==> src/rtl/mem_wb_stage_reg_if.sv <==
// MEM->WB stage bus: MEM-side request, WB-side entry and the EX bypass tap.
interface mem_wb_stage_reg_if #(
  parameter int DATA_WIDTH   = 64,
  parameter int NUM_REGS_LOG = 5
);
  logic                    flush;
  logic                    in_valid;
  logic                    in_ready;
  logic                    in_reg_write;
  logic                    in_mem_to_reg;
  logic [NUM_REGS_LOG-1:0] in_dest;
  logic [DATA_WIDTH-1:0]   in_alu;
  logic [DATA_WIDTH-1:0]   in_mem_data;
  logic [1:0]              in_size;
  logic                    in_unsigned;
  logic                    out_valid;
  logic                    out_ready;
  logic                    out_reg_write;
  logic                    out_mem_to_reg;
  logic [NUM_REGS_LOG-1:0] out_dest;
  logic [DATA_WIDTH-1:0]   out_alu;
  logic [DATA_WIDTH-1:0]   out_mem_data;
  logic [DATA_WIDTH-1:0]   out_wb_data;
  logic                    out_misaligned;
  logic                    fwd_valid;
  logic [NUM_REGS_LOG-1:0] fwd_dest;
  logic [DATA_WIDTH-1:0]   fwd_data;

  modport master (
    output flush, in_valid, in_reg_write, in_mem_to_reg, in_dest, in_alu,
           in_mem_data, in_size, in_unsigned, out_ready,
    input  in_ready, out_valid, out_reg_write, out_mem_to_reg, out_dest,
           out_alu, out_mem_data, out_wb_data, out_misaligned,
           fwd_valid, fwd_dest, fwd_data
  );

  modport slave (
    input  flush, in_valid, in_reg_write, in_mem_to_reg, in_dest, in_alu,
           in_mem_data, in_size, in_unsigned, out_ready,
    output in_ready, out_valid, out_reg_write, out_mem_to_reg, out_dest,
           out_alu, out_mem_data, out_wb_data, out_misaligned,
           fwd_valid, fwd_dest, fwd_data
  );
endinterface

==> src/rtl/mem_wb_stage_reg.sv <==
// Elastic MEM/WB register: main + skid entry, load alignment/extension at the
// input, registered writeback mux and EX bypass tap.
module mem_wb_stage_reg #(
  parameter  int DATA_WIDTH   = 64,
  parameter  int NUM_REGS_LOG = 5,
  localparam int OFFS_W       = $clog2(DATA_WIDTH/8)
) (
  input logic clk,
  input logic reset,
  mem_wb_stage_reg_if.slave bus
);

  typedef struct packed {
    logic                    reg_write;
    logic                    mem_to_reg;
    logic [NUM_REGS_LOG-1:0] dest;
    logic [DATA_WIDTH-1:0]   alu;
    logic [DATA_WIDTH-1:0]   mem_data;
    logic [DATA_WIDTH-1:0]   wb_data;
    logic                    misaligned;
  } entry_t;

  entry_t              nxt, main_e, skid_e;
  logic                main_valid, skid_valid;
  logic [OFFS_W-1:0]   off, amask;
  logic [DATA_WIDTH-1:0] shifted, lowmask, ext;
  logic                sbit, mis;
  logic                accept, release_e;

  // Extraction happens before the flops so the WB mux output is registered.
  always_comb begin
    off     = bus.in_alu[OFFS_W-1:0];
    shifted = bus.in_mem_data >> {off, 3'b000};
    lowmask = '1;
    sbit    = shifted[DATA_WIDTH-1];
    amask   = OFFS_W'(7);
    case (bus.in_size)
      2'd0: begin lowmask = DATA_WIDTH'(8'hFF);         sbit = shifted[7];  amask = '0;         end
      2'd1: begin lowmask = DATA_WIDTH'(16'hFFFF);      sbit = shifted[15]; amask = OFFS_W'(1); end
      2'd2: begin lowmask = DATA_WIDTH'(32'hFFFF_FFFF); sbit = shifted[31]; amask = OFFS_W'(3); end
      default: ;
    endcase
    mis = ((off & amask) != '0) || (bus.in_size == 2'd3 && DATA_WIDTH == 32);
    ext = (shifted & lowmask) | ((sbit && !bus.in_unsigned) ? ~lowmask : '0);

    nxt            = '0;
    nxt.reg_write  = bus.in_reg_write;
    nxt.mem_to_reg = bus.in_mem_to_reg;
    nxt.dest       = bus.in_dest;
    nxt.alu        = bus.in_alu;
    if (bus.in_mem_to_reg) begin
      nxt.misaligned = mis;
      nxt.mem_data   = mis ? '0 : ext;
    end
    nxt.wb_data = bus.in_mem_to_reg ? nxt.mem_data : bus.in_alu;
  end

  // in_ready depends only on the skid flop, never on out_ready.
  assign accept    = bus.in_valid & ~skid_valid;
  assign release_e = main_valid & bus.out_ready;

  always_ff @(posedge clk) begin
    if (reset) begin
      main_valid <= 1'b0;
      skid_valid <= 1'b0;
      main_e     <= '0;
      skid_e     <= '0;
    end else if (bus.flush) begin
      main_valid <= 1'b0;
      skid_valid <= 1'b0;
    end else if (!main_valid || release_e) begin
      if (skid_valid) begin
        main_e     <= skid_e;
        main_valid <= 1'b1;
        skid_valid <= accept;
        if (accept) skid_e <= nxt;
      end else begin
        main_valid <= accept;
        if (accept) main_e <= nxt;
      end
    end else if (accept) begin
      skid_e     <= nxt;
      skid_valid <= 1'b1;
    end
  end

  assign bus.in_ready       = ~skid_valid;
  assign bus.out_valid      = main_valid;
  assign bus.out_reg_write  = main_e.reg_write;
  assign bus.out_mem_to_reg = main_e.mem_to_reg;
  assign bus.out_dest       = main_e.dest;
  assign bus.out_alu        = main_e.alu;
  assign bus.out_mem_data   = main_e.mem_data;
  assign bus.out_wb_data    = main_e.wb_data;
  assign bus.out_misaligned = main_e.misaligned;
  assign bus.fwd_valid      = main_valid & main_e.reg_write & (main_e.dest != '0);
  assign bus.fwd_dest       = main_e.dest;
  assign bus.fwd_data       = main_e.wb_data;

endmodule
==> src/flat_wrapper.sv <==
// flat-port wrapper written by rule: the top's interface ports become plain ports
module mem_wb_stage_reg_flat 
#(
  parameter  int DATA_WIDTH   = 64,
  parameter  int NUM_REGS_LOG = 5,
  localparam int OFFS_W       = $clog2(DATA_WIDTH/8)
)
  (clk, reset, bus_flush, bus_in_valid, bus_in_reg_write, bus_in_mem_to_reg, bus_in_dest, bus_in_alu, bus_in_mem_data, bus_in_size, bus_in_unsigned, bus_out_ready, bus_in_ready, bus_out_valid, bus_out_reg_write, bus_out_mem_to_reg, bus_out_dest, bus_out_alu, bus_out_mem_data, bus_out_wb_data, bus_out_misaligned, bus_fwd_valid, bus_fwd_dest, bus_fwd_data);
  mem_wb_stage_reg_if #(.DATA_WIDTH(DATA_WIDTH), .NUM_REGS_LOG(NUM_REGS_LOG)) bus_i ();
  input logic clk;
  input logic reset;
  input wire logic [$bits(bus_i.flush)-1:0] bus_flush;
  input wire logic [$bits(bus_i.in_valid)-1:0] bus_in_valid;
  input wire logic [$bits(bus_i.in_reg_write)-1:0] bus_in_reg_write;
  input wire logic [$bits(bus_i.in_mem_to_reg)-1:0] bus_in_mem_to_reg;
  input wire logic [$bits(bus_i.in_dest)-1:0] bus_in_dest;
  input wire logic [$bits(bus_i.in_alu)-1:0] bus_in_alu;
  input wire logic [$bits(bus_i.in_mem_data)-1:0] bus_in_mem_data;
  input wire logic [$bits(bus_i.in_size)-1:0] bus_in_size;
  input wire logic [$bits(bus_i.in_unsigned)-1:0] bus_in_unsigned;
  input wire logic [$bits(bus_i.out_ready)-1:0] bus_out_ready;
  output wire logic [$bits(bus_i.in_ready)-1:0] bus_in_ready;
  output wire logic [$bits(bus_i.out_valid)-1:0] bus_out_valid;
  output wire logic [$bits(bus_i.out_reg_write)-1:0] bus_out_reg_write;
  output wire logic [$bits(bus_i.out_mem_to_reg)-1:0] bus_out_mem_to_reg;
  output wire logic [$bits(bus_i.out_dest)-1:0] bus_out_dest;
  output wire logic [$bits(bus_i.out_alu)-1:0] bus_out_alu;
  output wire logic [$bits(bus_i.out_mem_data)-1:0] bus_out_mem_data;
  output wire logic [$bits(bus_i.out_wb_data)-1:0] bus_out_wb_data;
  output wire logic [$bits(bus_i.out_misaligned)-1:0] bus_out_misaligned;
  output wire logic [$bits(bus_i.fwd_valid)-1:0] bus_fwd_valid;
  output wire logic [$bits(bus_i.fwd_dest)-1:0] bus_fwd_dest;
  output wire logic [$bits(bus_i.fwd_data)-1:0] bus_fwd_data;
  assign bus_i.flush = bus_flush;
  assign bus_i.in_valid = bus_in_valid;
  assign bus_i.in_reg_write = bus_in_reg_write;
  assign bus_i.in_mem_to_reg = bus_in_mem_to_reg;
  assign bus_i.in_dest = bus_in_dest;
  assign bus_i.in_alu = bus_in_alu;
  assign bus_i.in_mem_data = bus_in_mem_data;
  assign bus_i.in_size = bus_in_size;
  assign bus_i.in_unsigned = bus_in_unsigned;
  assign bus_i.out_ready = bus_out_ready;
  assign bus_in_ready = bus_i.in_ready;
  assign bus_out_valid = bus_i.out_valid;
  assign bus_out_reg_write = bus_i.out_reg_write;
  assign bus_out_mem_to_reg = bus_i.out_mem_to_reg;
  assign bus_out_dest = bus_i.out_dest;
  assign bus_out_alu = bus_i.out_alu;
  assign bus_out_mem_data = bus_i.out_mem_data;
  assign bus_out_wb_data = bus_i.out_wb_data;
  assign bus_out_misaligned = bus_i.out_misaligned;
  assign bus_fwd_valid = bus_i.fwd_valid;
  assign bus_fwd_dest = bus_i.fwd_dest;
  assign bus_fwd_data = bus_i.fwd_data;
  mem_wb_stage_reg #(.DATA_WIDTH(DATA_WIDTH), .NUM_REGS_LOG(NUM_REGS_LOG)) u_core (.clk(clk), .reset(reset), .bus(bus_i));
endmodule
==> config.mk <==
export PLATFORM = sky130hd
export DESIGN_NAME = mem_wb_stage_reg_flat
export DESIGN_NICKNAME = d
export VERILOG_FILES = /design/src/rtl/mem_wb_stage_reg_if.sv /design/src/rtl/mem_wb_stage_reg.sv /design/src/flat_wrapper.sv
export SDC_FILE = /design/constraint.sdc
export NUM_CORES = 1
export LEC_CHECK = 0
export CORE_AREA = 3 3 234 236
export CTS_CLUSTER_SIZE = 14
export DETAILED_ROUTE_END_ITERATION = 8
export DIE_AREA = 0 0 237 239
export HOLD_SLACK_MARGIN = 0.05
export PLACE_DENSITY = 0.67
export SYNTH_ARGS = -nofsm -noshare
export SYNTH_HDL_FRONTEND = slang
export SYNTH_SLANG_ARGS = --single-unit
==> constraint.sdc <==
create_clock -name clk -period 7.7 [get_ports clk]
set_input_delay 2.31 -clock clk [delete_from_list [all_inputs] [get_ports clk]]
set_output_delay 2.31 -clock clk [all_outputs]
set_load 0.02 [all_outputs]
==> flow_metrics.tcl <==
set metrics [dict create \
    drv_cap 0 \
    async_flop_share_pct 0 \
    synth.distinct_cells 48 \
    hold_path.class "reg -> reg" \
    worst_pin_slew_ps 1230 \
    io_buffers 414 \
    die_x_um 237 \
    grt_max_degree 171 \
    grt_setup_unrepaired "no" \
    largest_register_ffs 200 \
    top_register "u_core.skid_e" \
    hold_violations 0 \
    cts_buffers 43 \
    grt.total_usage_pct 24.0 \
    dp.cells 3014 \
    coreArea_mm2 0.0527 \
    ios 415 \
    synth-edff-count 0 \
    setup_viol 0 \
    synth_warnings 0 \
    final.min_clock_period_ps 5510 \
    crit_arrival_ps 5970 \
    max_freq_mhz 182 \
    drt-pass1-iter-count 6 \
    outcome "finished, final reports clean" \
    wl_um 71800 \
    syn_inst 2164 \
    drtAntennaViolNets 0 \
    ir_worst_vdd_mv 0.171 \
    fin_cells 3094 \
    worstPathRequired_ps 8160 \
    period_share_pct 71.6 \
    synth_seq_cells 402 \
    cp-start-kind "input pin" \
    h-tree-depth 2 \
    hold_buffers 0 \
    grt-ovfl-total 0 \
    finClkSkew_ps 27.2 \
    syn_nets 2307 \
    cts_sinks 402 \
    setup_ws_ps 2190 \
    nFillCells 5020 \
    cts_resized 0 \
    start_util_pct 35.0 \
    p_leak_nw 7.88 \
    vias_per_cell 5.72 \
    fp-row-count 84 \
    syn-cell-area_mm2 0.0184 \
    cts_setup_buffers 0 \
    dp_hpwl_um 49500 \
    fin_tns_setup_ps 0 \
    yosysSeqAreaShare_pct 43.6 \
    slew_violations 0 \
    layout-drive-gt1-share_pct 6.41 \
    power_per_cell_area_mw_per_mm2 217 \
    crit_type "in -> reg" \
    num_vias 17703 \
    cts_root_buf "clkbuf_16" \
    wl_per_cell_um 23.2 \
    pre_cts_ws_ps 1770 \
    die_h_um 239 \
    clkTransAtPathRegs_ps 60 \
    grt_pass1_vias 16958 \
    clk_latency_ps 580 \
    path_max_fanout 33 \
    synth.avg_cell_area_um2 8.52 \
    grt_pass1_wl_um 106000 \
    drt-initial-drc-count 1742 \
    nets 2514 \
    syn2layout_area_growth_pct 28.9 \
    slew_headroom_pct 17.7 \
    dieArea_mm2 0.0566 \
    clockBufferDepth 3 \
    cts_tree "yes" \
    synthFlopType "dfxtp_1" \
    place_congestion 0.879 \
    cp-end-kind "register" \
    antenna_found_initial 12 \
    drc 0 \
]
-- routing by layer --
metal | wire length, um | vias to the layer above | part of all wire [%] | global-route usage (%)
li1 | - | 8146 | - | -
met1 | 29500 | 8586 | 41 | 31.2
met2 | 33000 | 801 | 46 | 38.2
met3 | 6030 | 150 | 8.4 | 6.09
met4 | 3090 | 20 | 4.3 | 9.93
met5 | 152 | - | 0.21 | 0
-- power by group --
group | total (mW) | switching [mW] | internal (mW)
clock network | 2.10 | 0.896 | 1.20
registers | 2.22 | 0.0625 | 2.15
logic | 0.841 | 0.496 | 0.345
-- cell usage after synthesis (all sizes together), types with 28 or more instances --
| cell | count | share of area (%) |
|---|---|---|
| mux2i | 115 | 6.2 |
| a221oi | 31 | 1.5 |
| o21ai | 169 | 4.6 |
| a211oi | 93 | 3.8 |
| mux4 | 28 | 3.4 |
| or3 | 53 | 1.8 |
| nand2 | 340 | 6.9 |
| o22ai | 33 | 1.1 |
| buf | 101 | 3.7 |
| nor2 | 194 | 3.9 |
| clkbuf | 173 | 3.5 |
| dfxtp | 402 | 44 |
| a311oi | 78 | 3.7 |
| nor3 | 42 | 1.2 |
| a21oi | 144 | 3.9 |
| nand3b | 33 | 1.3 |
-- metrics by stage --
stage / power, mW / hold WS [ps] / utilization [%] / instance area [um2]
after floorplan: 2.70 / 417 / - / 18400
after global placement: 3.09 / 428 / 42.4 / 22300
after detailed placement: 3.10 / 439 / 42.4 / 22300
after CTS: 5.19 / 447 / 45.1 / 23800
after global routing: 5.33 / 471 / 45.1 / 23800
final: 5.15 / 443 / 45.1 / 23800
-- final cells by class --
class                   count  area, um2  share of cell area [%]
inverters                   9       35.0                   0.147
flip-flops and latches    402       8050                    33.9
repair buffers            436       4320                    18.2
well taps                 688        861                    3.62
clock buffers              59       1280                    5.37
multi-input cells        1479       9060                    38.1
clock inverters            17        161                   0.679
diodes                      4       10.0                  0.0421
-- cells in the final DEF (no fill, tap or decap), drive strengths merged, types with 9 or more instances in the layout --
cell type / netlist / final
a211oi: 93 / 93
a21oi: 144 / 144
a221oi: 31 / 31
a311oi: 78 / 78
and3: 17 / 17
buf: 101 / 25
clkbuf: 173 / 59
clkdlybuf4s50: 0 / 411
clkinv: 0 / 14
dfxtp: 402 / 402
mux2i: 115 / 115
mux4: 28 / 28
nand2: 340 / 340
nand2b: 10 / 10
nand3: 13 / 13
nand3b: 33 / 33
nor2: 194 / 194
nor2b: 9 / 9
nor3: 42 / 42
o21ai: 169 / 169
o22ai: 33 / 33
o311a: 17 / 17
or3: 53 / 53
-- worst max-delay path, cell delays in order --
cell	delay [ps]
clkdlybuf4s50_1	650
inv_1	450
o22ai_1	220
or2_2	600
a41oi_2	740
buf_4	400
o21ai_1	210
a2111oi_2	360
-- cells by family after synthesis --
logic type	Yosys count	share of synthesized area, %
flops	402	43.6
buf+inv	283	7.45
simple gates	718	17.0
mux	151	10.2
compound gates	610	21.7
-- final timing paths --
path / from / end / slack [ps] / cells past startpoint
max reg2reg: u_core.skid_valid / u_core.skid_e[77] / 3230 / 8
min: u_core.skid_e[86] / u_core.skid_e[86] / 440 / 2
max: bus_in_size[1] / u_core.bus.out_mem_data[45] / 2190 / 8
min reg2reg: u_core.skid_e[86] / u_core.skid_e[86] / 440 / 2
No activity file was read; power rests on OpenSTA's default activity.
